--- config.mk ---
export PLATFORM = sky130hd
export DESIGN_NAME = count_sched
export DESIGN_NICKNAME = d
export VERILOG_FILES = /design/src/rtl/count_sched.sv
export SDC_FILE = /design/constraint.sdc
export NUM_CORES = 1
export LEC_CHECK = 0
export BUFFER_PORTS_ARGS = -buffer_cell sky130_fd_sc_hd__buf_2
export CELL_PAD_IN_SITES_DETAIL_PLACEMENT = 1
export CELL_PAD_IN_SITES_GLOBAL_PLACEMENT = 2
export CORE_ASPECT_RATIO = 0.7
export CORE_UTILIZATION = 29
export CTS_CLUSTER_DIAMETER = 100
export DETAILED_ROUTE_END_ITERATION = 10
export PLACE_DENSITY_LB_ADDON = 0.1
export SLEW_MARGIN = 30
export SYNTH_ARGS = -nofsm -noshare
export SYNTH_HDL_FRONTEND = slang
export SYNTH_SLANG_ARGS = --single-unit
--- constraint.sdc ---
create_clock -name clk -period 2.03 [get_ports clk]
set_input_delay 0.3045 -clock clk [delete_from_list [all_inputs] [get_ports clk]]
set_output_delay 0.3045 -clock clk [all_outputs]
set_load 0.005 [all_outputs]
--- src/rtl/count_sched.sv ---
// Round-robin scheduler sharing one serially loaded count-down unit among N_REQ requesters.
// Grants one requester, shifts its count into the unit MSB first, and reports completion.
module count_sched #(
  parameter int N_REQ = 4,
  parameter int WIDTH = 8,
  parameter int HOLD  = 10
) (
  input  logic                   clk,
  input  logic                   rst,
  input  logic [N_REQ-1:0]       req_i,
  input  logic [N_REQ*WIDTH-1:0] req_data_i,
  output logic [N_REQ-1:0]       grant_o,
  output logic [N_REQ-1:0]       done_o,
  output logic                   busy_o,
  output logic                   cu_start_req_o,
  output logic                   cu_start_data_o,
  output logic                   cu_ready_o,
  input  logic                   cu_result_rsp_i,
  input  logic                   cu_busy_i
);

  localparam int PTR_W  = $clog2(N_REQ);
  localparam int BIT_W  = (WIDTH > 1) ? $clog2(WIDTH) : 1;
  localparam int HOLD_W = $clog2(HOLD);

  typedef enum logic [2:0] {
    S_IDLE,
    S_LOAD,
    S_RELEASE,
    S_COUNT,
    S_ACK
  } state_t;

  state_t             state, state_next;
  logic [PTR_W-1:0]   ptr;
  logic [N_REQ-1:0]   grant;
  logic [N_REQ-1:0]   done;
  logic [WIDTH-1:0]   value;
  logic [HOLD_W-1:0]  hold_cnt;
  logic [BIT_W-1:0]   bit_idx;
  logic               seen_busy;

  logic               found;
  logic [PTR_W-1:0]   winner;
  logic [PTR_W:0]     cand;
  logic               hold_last;
  logic               bit_last;
  logic [BIT_W-1:0]   msb_idx;

  assign hold_last = (hold_cnt == HOLD_W'(HOLD - 1));
  assign bit_last  = (bit_idx == BIT_W'(WIDTH - 1));
  assign msb_idx   = BIT_W'(WIDTH - 1) - bit_idx;

  // Rotating search: the requester just after the last winner has top priority.
  // NOTE: every always_comb output gets a default before any branch, so no latch can be inferred.
  always_comb begin
    found  = 1'b0;
    winner = '0;
    cand   = '0;
    for (int i = 1; i <= N_REQ; i++) begin
      cand = {1'b0, ptr} + (PTR_W + 1)'(i);
      if (cand >= (PTR_W + 1)'(N_REQ)) cand = cand - (PTR_W + 1)'(N_REQ);
      if (!found && req_i[cand[PTR_W-1:0]]) begin
        found  = 1'b1;
        winner = cand[PTR_W-1:0];
      end
    end
  end

  always_comb begin
    state_next = state;
    case (state)
      S_IDLE:    if (found) state_next = S_LOAD;
      S_LOAD:    if (hold_last && bit_last) state_next = S_RELEASE;
      S_RELEASE: if (hold_last) state_next = S_COUNT;
      // A response is trusted only after the unit has shown busy for this job.
      S_COUNT:   if (seen_busy && cu_result_rsp_i) state_next = S_ACK;
      S_ACK:     if (!cu_busy_i) state_next = S_IDLE;
      default:   state_next = S_IDLE;
    endcase
  end

  // NOTE: sequential state uses non-blocking assignments so all registers update together at the edge.
  always_ff @(posedge clk) begin
    if (rst) state <= S_IDLE;
    else     state <= state_next;
  end

  always_ff @(posedge clk) begin
    if (rst) begin
      ptr       <= PTR_W'(N_REQ - 1);
      grant     <= '0;
      done      <= '0;
      value     <= '0;
      hold_cnt  <= '0;
      bit_idx   <= '0;
      seen_busy <= 1'b0;
    end else begin
      done <= '0;
      if ((state == S_LOAD || state == S_RELEASE || state == S_COUNT) && cu_busy_i)
        seen_busy <= 1'b1;
      case (state)
        S_IDLE: begin
          if (found) begin
            grant    <= N_REQ'(1) << winner;
            ptr      <= winner;
            value    <= req_data_i[winner*WIDTH +: WIDTH];
            hold_cnt <= '0;
            bit_idx  <= '0;
          end
        end
        S_LOAD: begin
          if (hold_last) begin
            hold_cnt <= '0;
            bit_idx  <= bit_last ? '0 : bit_idx + BIT_W'(1);
          end else begin
            hold_cnt <= hold_cnt + HOLD_W'(1);
          end
        end
        S_RELEASE: begin
          if (hold_last) hold_cnt <= '0;
          else           hold_cnt <= hold_cnt + HOLD_W'(1);
        end
        S_ACK: begin
          if (!cu_busy_i) begin
            done      <= grant;
            grant     <= '0;
            seen_busy <= 1'b0;
          end
        end
        default: ;
      endcase
    end
  end

  assign grant_o         = grant;
  assign done_o          = done;
  assign busy_o          = (state != S_IDLE);
  assign cu_start_req_o  = (state == S_LOAD);
  assign cu_start_data_o = (state == S_LOAD) && value[msb_idx];
  assign cu_ready_o      = (state == S_ACK);

endmodule

; ---- Word level (Yosys, flattened, before mapping)
; Cells that the tools add are included.
[op_classes]
addsub = 11
n_lt_le_gt_ge = 9
n_eq_ne = 12
shifts = 2
muxes = 41
n_bitwise = 1
n_reduce_logical = 24
[op_table]
columns = cell, count
row1 = $shiftx A32 B6 Y8, 1
row2 = $mux W3, 8
row3 = $mux W2, 8
row4 = $mux W4, 4
row5 = $pmux W4 S2, 2
row6 = $pmux W3 S5, 1
row7 = $ge A3 B3 Y1 const B, 4
row8 = $lt A2 B3 Y1 const B, 4
row9 = $mux W1, 12
row10 = $bmux W1 S2, 4
row11 = $ne A2 B2 Y1 const B, 4
row12 = $sub A2 B1 Y2 const B, 4
row13 = $logic_and A1 B1 Y1, 7
row14 = $add A2 B2 Y3 const B, 2
row15 = $eq A3 B2 Y1 const B, 2
row16 = $eq A3 B3 Y1 const B, 2
row17 = $pmux W3 S2, 1
row18 = $reduce_and A3 Y1, 2
row19 = $reduce_bool A2 Y1, 3
row20 = $reduce_and A5 Y1, 1
row21 = $add A4 B1 Y4 const B, 1
row22 = $eq A4 B4 Y1 const B, 1
row23 = $lt A3 B4 Y1 const B, 1
row24 = $ne A2 B1 Y1 const B, 2
row25 = other kinds (15), 19
[totals]
regBits = 29
input_bits = 40
output_inout_bits = 12
word_cells = 108

; ---- Depth between registers and ports, before layout
[depth]
ltp_word = 18
mapped_depth = 8
ltp_nobuf = 6

; ---- Least setup slack after synthesis
; No wires, ideal clock.
[synth_timing]
path_kind = reg-to-reg
start = register ptr[1]
end = register value[0]
setup_time_ns = 0.135
t_arrival_ns = 1.525
required_time_ns = 1.895
slack_ns = 0.369
stages_incl_launch_ff = 9
n_path_buf = 3
synth_period_minus_slack_ns = 1.661
cell_sequence = dfxtp_1 buf_6 mux2i_2 o22ai_4 a21o_1 buf_6 buf_6 a211oi_1 a211oi_1
[synth_between]
elab_chain_len = 16
elab_cells_between_ends = 40
classes_between = 8 x add/sub / 4 x order compare / 1 x shift / 20 x mux / 7 x reduce/logical
[synth_rtl]
columns = item, line
row1 = from (decl), 35  ; logic [PTR_W-1:0] ptr;
row2 = from (signal assigned), 91  ; ptr <= PTR_W'(N_REQ - 1);
row3 = from (signal assigned), 106  ; ptr <= winner;
row4 = $add A2 B1 Y3, 61  ; cand = {1'b0, ptr} + (PTR_W + 1)'(i);
row5 = $ge A3 B3 Y1 or $sub A2 B1 Y2 (tied branches), 62  ; if (cand >= (PTR_W + 1)'(N_REQ)) cand = cand - (PTR_W + 1)'(N_REQ);
row6 = $mux W2, 62
row7 = $bmux W1 S2, 63  ; if (!found && req_i[cand[PTR_W-1:0]]) begin
row8 = $mux W1 (implied by the code), 63
row9 = $mux W1, 63
row10 = $logic_not A1 Y1, 63
row11 = $logic_and A1 B1 Y1, 63
row12 = $mux W1, 63
row13 = $logic_not A1 Y1, 63
row14 = $logic_and A1 B1 Y1, 63
row15 = $mux W1, 63
row16 = $logic_not A1 Y1, 63
row17 = $logic_and A1 B1 Y1, 63
row18 = $mux W2 or $mux W1 (tied branches), 63
row19 = $shiftx A32 B6 Y8 or $reduce_and A2 Y1 (tied branches), -
row20 = to (signal assigned), 107  ; value <= req_data_i[winner*WIDTH +: WIDTH];
row21 = to (decl), 38  ; logic [WIDTH-1:0] value;
; Several ways; a longest one is shown, not always the timed one. The select of a mux whose other input is x is not followed.
; A chain may end at the register's enable or synchronous reset.

; ---- Final worst setup path
[layout_timing]
start = register bit_idx[0]
end = output cu_start_data_o
[layout_between]
elab_chain_len = 4
[layout_rtl]
columns = item, line
row1 = from (decl), 40  ; logic [BIT_W-1:0] bit_idx;
row2 = from (signal assigned), 115  ; bit_idx <= bit_last ? '0 : bit_idx + BIT_W'(1);
row3 = $sub A3 B3 Y3, 52  ; assign msb_idx = BIT_W'(WIDTH - 1) - bit_idx;
row4 = $bmux W1 S3, 140  ; assign cu_start_data_o = (state == S_LOAD) && value[msb_idx];
row5 = $mux W1 (implied by the code), 140
row6 = $logic_and A1 B1 Y1, 140
row7 = to (decl), 16  ; output logic cu_start_data_o,
; Every way passes these cells. The select of a mux whose other input is x is not followed.

==> impl_metrics.yaml <==
run_status:
  status: "finished, final reports clean"
timing:
  fmax_mhz: 537.0
  relSlewSlack_pct: 59.17
  maxSlewViolCount: 0
  min_period_ns: 1.862
  final_hold_viol_count: 0
  min_period_over_period_pct: 91.73
  fin_skew_ns: 0.008321
  setup_violations: 0
  rsz0062_at_grt: "no"
  worstMarginPinSlew_ns: 0.6084
  setup_tns_ns: 0
setup_path:
  worstReg2RegEnd: "value[7]"
  path_max_fanout: 5
  endpoint: "cu_start_data_o"
  cp_data_arrival_time_ns: 1.56
  reg2reg_slack_ns: 0.21
  end_kind: "primary output"
  r2r_cells: 6
  worstPathRequired_ns: 1.73
  cp-start-kind: "flop"
  rr_startpoint: "ptr[1]"
  path_class: "reg -> out"
  crit_start: "bit_idx[0]"
cts:
  root_buffer: "clkbuf_8"
  cts.path.max_buffers: 2
  cts_hold_buf: 0
  post-cts-setup-buffers: 0
  clkSlewWorstSetupHoldPaths_ns: 0.07
  htree_levels: 2
  tritoncts: "yes"
  clkSinkCount: 29
  clock_latency_ns: 0.28
  cts-resized-gates: 0
  numCtsBuffers: 5
final_layout:
  design_area_um2: 2170
  diodes: 0
  final_net_count: 298
  area_growth_pct: 25.65
  drive_gt1_share_pct: 31.91
  fillers: 720
global_routing:
  grt_pass1_vias: 1592
  grt_max_degree: 27
  antenna_found_initial: 0
  grt_overflow: 0
  track_usage_pct: 16.68
  grt_pass1_wl_mm: 8.010
power_and_ir_drop:
  combPwrFrac_pct: 24.4
  clockPowerShare_pct: 31.6
  power.total_mw: 1.479
  seqPwrFrac_pct: 44.0
  ir_drop_mv: 0.2000
  power_density_nw_per_um2: 681.7
  intPower_mw: 1.017
  swShare_pct: 31.22
  p_leak_nw: 0.9316
  p_switching_mw: 0.4618
route:
  finalWirelength_mm: 4.863
  wire_per_inst_um: 14.65
  vias: 1637
  firstDrtPassIters: 4
  via_per_inst: 4.931
  drc: 0
  postRouteAntennaNets: 0
  drt_iter0_markers: 34
placement:
  post-dp-hpwl_mm: 3.908
  place.port_buffers: 51
  gp_congestion: 0.7906
  placed_area_um2: 2087
yosys:
  synthTopCellsByArea: "dfxtp_1, a211oi_1, mux2i_1"
  syn_avg_cell_area_um2: 8.720
  synth_top_area_share_pct: 33.62
  ys_warn_count: 0
  synth_top_cell_by_area: "dfxtp_1"
  syn-num-nets: 240
  synth_seq_cells: 29
  syn_area_um2: 1727
  ys.flop_type: "dfxtp_1"
  synth_cell_types: 48
  synth-edff-count: 0
  syn_inst: 198
  synth-seq-area-share_pct: 33.62
  async_flop_share_pct: 0
floorplanning:
  core_area_um2: 5727
  fp-row-count: 23
  die_w_um: 94.23
  die-area_um2: 6272
  die_h_um: 66.56
  initial_core_util_pct: 30.15
  io_pins: 52
job:
  drv_cap: 0
min_path:
  hold_path_class: "in -> reg"
-- worst min-delay path by stage --
stage                  startpoint          to  slack, ns  cells past startpoint
floorplan              bit_idx[2]  bit_idx[2]       0.46                      2
finish              req_data_i[9]    value[1]       0.36                      3
CTS                 req_data_i[9]    value[1]       0.35                      3
global route            cu_busy_i    state[2]       0.39                      3
detailed placement     grant_o[0]   done_o[0]       0.48                      1
global placement       grant_o[2]   done_o[2]       0.47                      1
-- layer usage --
layer / wire [um] / track usage [%]
met4: 54 / 5.192
met5: 0 / 0
met2: 1915 / 23.10
met3: 127 / 3.082
met1: 2765 / 25.31
-- area by class of cell --
cell class	count	area [um^2]	area share, %
Multi-Input combinational cell	144	1026	47.29
Sequential cell	29	580.6	26.76
Timing Repair Buffer	61	330.3	15.22
Tap cell	75	93.84	4.325
Clock buffer	6	72.57	3.345
Inverter	15	56.30	2.595
Clock inverter	2	10.01	0.4614
-- through the flow --
stage	utilization (%)	hold slack, ns	std cells	setup WS (ns)
finish	37.89	0.3567	332	0.1679
global route	37.89	0.3883	332	0.06194
CTS	37.89	0.3532	332	0.1399
detailed placement	36.44	0.4758	324	0.1145
global placement	36.44	0.4696	324	0.1207
floorplan	-	0.4622	198	0.3694
-- layout by cell type (no fill, tap or decap), types with 2 or more instances in the layout --
cell type / n
a211oi_1: 24
a21oi_1: 12
a22oi_1: 2
a32oi_1: 2
and2_1: 6
buf_2: 51
buf_4: 10
clkbuf_8: 5
clkinv_2: 2
dfxtp_1: 29
ha_1: 2
inv_1: 12
inv_2: 3
mux2i_1: 12
mux4_2: 2
nand2_1: 12
nand2b_1: 2
nand3_1: 3
nand4_1: 2
nor2_1: 14
nor2b_1: 3
nor3_1: 5
nor3_2: 2
o211ai_1: 3
o21ai_0: 2
o21ai_1: 2
o21bai_1: 9
or4_1: 2
-- power by group through the flow --
| stage | Combinational [mW] | Clock, mW | Sequential, mW |
|---|---|---|---|
| 3_5_place_dp | 0.366 | 0 | 0.662 |
| 6_report | 0.361 | 0.467 | 0.651 |
| 4_1_cts | 0.367 | 0.481 | 0.650 |
| 5_1_grt | 0.405 | 0.511 | 0.655 |
| 3_3_place_gp | 0.365 | 0 | 0.663 |
| 2_1_floorplan | 0.252 | 0 | 0.648 |
-- synthesized netlist by cell type, types with 2 or more instances --
library cell / n
inv_2: 3
nand2b_1: 2
a32oi_1: 2
nand4_1: 2
or4_1: 2
dfxtp_1: 29
nor2_1: 14
nand3_1: 3
o211ai_1: 3
ha_1: 2
nor2b_1: 3
buf_6: 3
clkbuf_1: 4
a21oi_1: 12
nand2_1: 12
mux2i_1: 12
and2_1: 6
mux4_2: 2
nor3_1: 5
a211oi_1: 24
o21ai_0: 2
inv_1: 12
o21bai_1: 9
buf_2: 3
nor3_2: 2
o21ai_1: 2
a22oi_1: 2
-- flip-flops by register name, indices dropped and copies added, names as in the netlist --
| name | count |
|---|---|
| ptr | 2 |
| seen_busy | 1 |
| done_o | 4 |
| value | 8 |
| grant_o | 4 |
| state | 3 |
| bit_idx | 3 |
| hold_cnt | 4 |
-- kinds of logic after synthesis --
logic type,Yosys count,share of synthesized area (%)
and+or+nand+nor,59,18.48
muxes,15,10.36
xor gates and xnor gates,2,1.015
buffers and inverters,25,6.956
DFF,29,33.62
AOI/OAI and AO/OA,66,28.12
adders and majority gates,2,1.449
-- worst max-delay path: stages, from the launching register on --
cell and delay [ns]:
dfxtp_1 0.44, mux4_2 0.52, mux2i_1 0.15, nor2_1 0.05
buf_2 0.12
No activity file was read; power rests on OpenSTA's default activity.
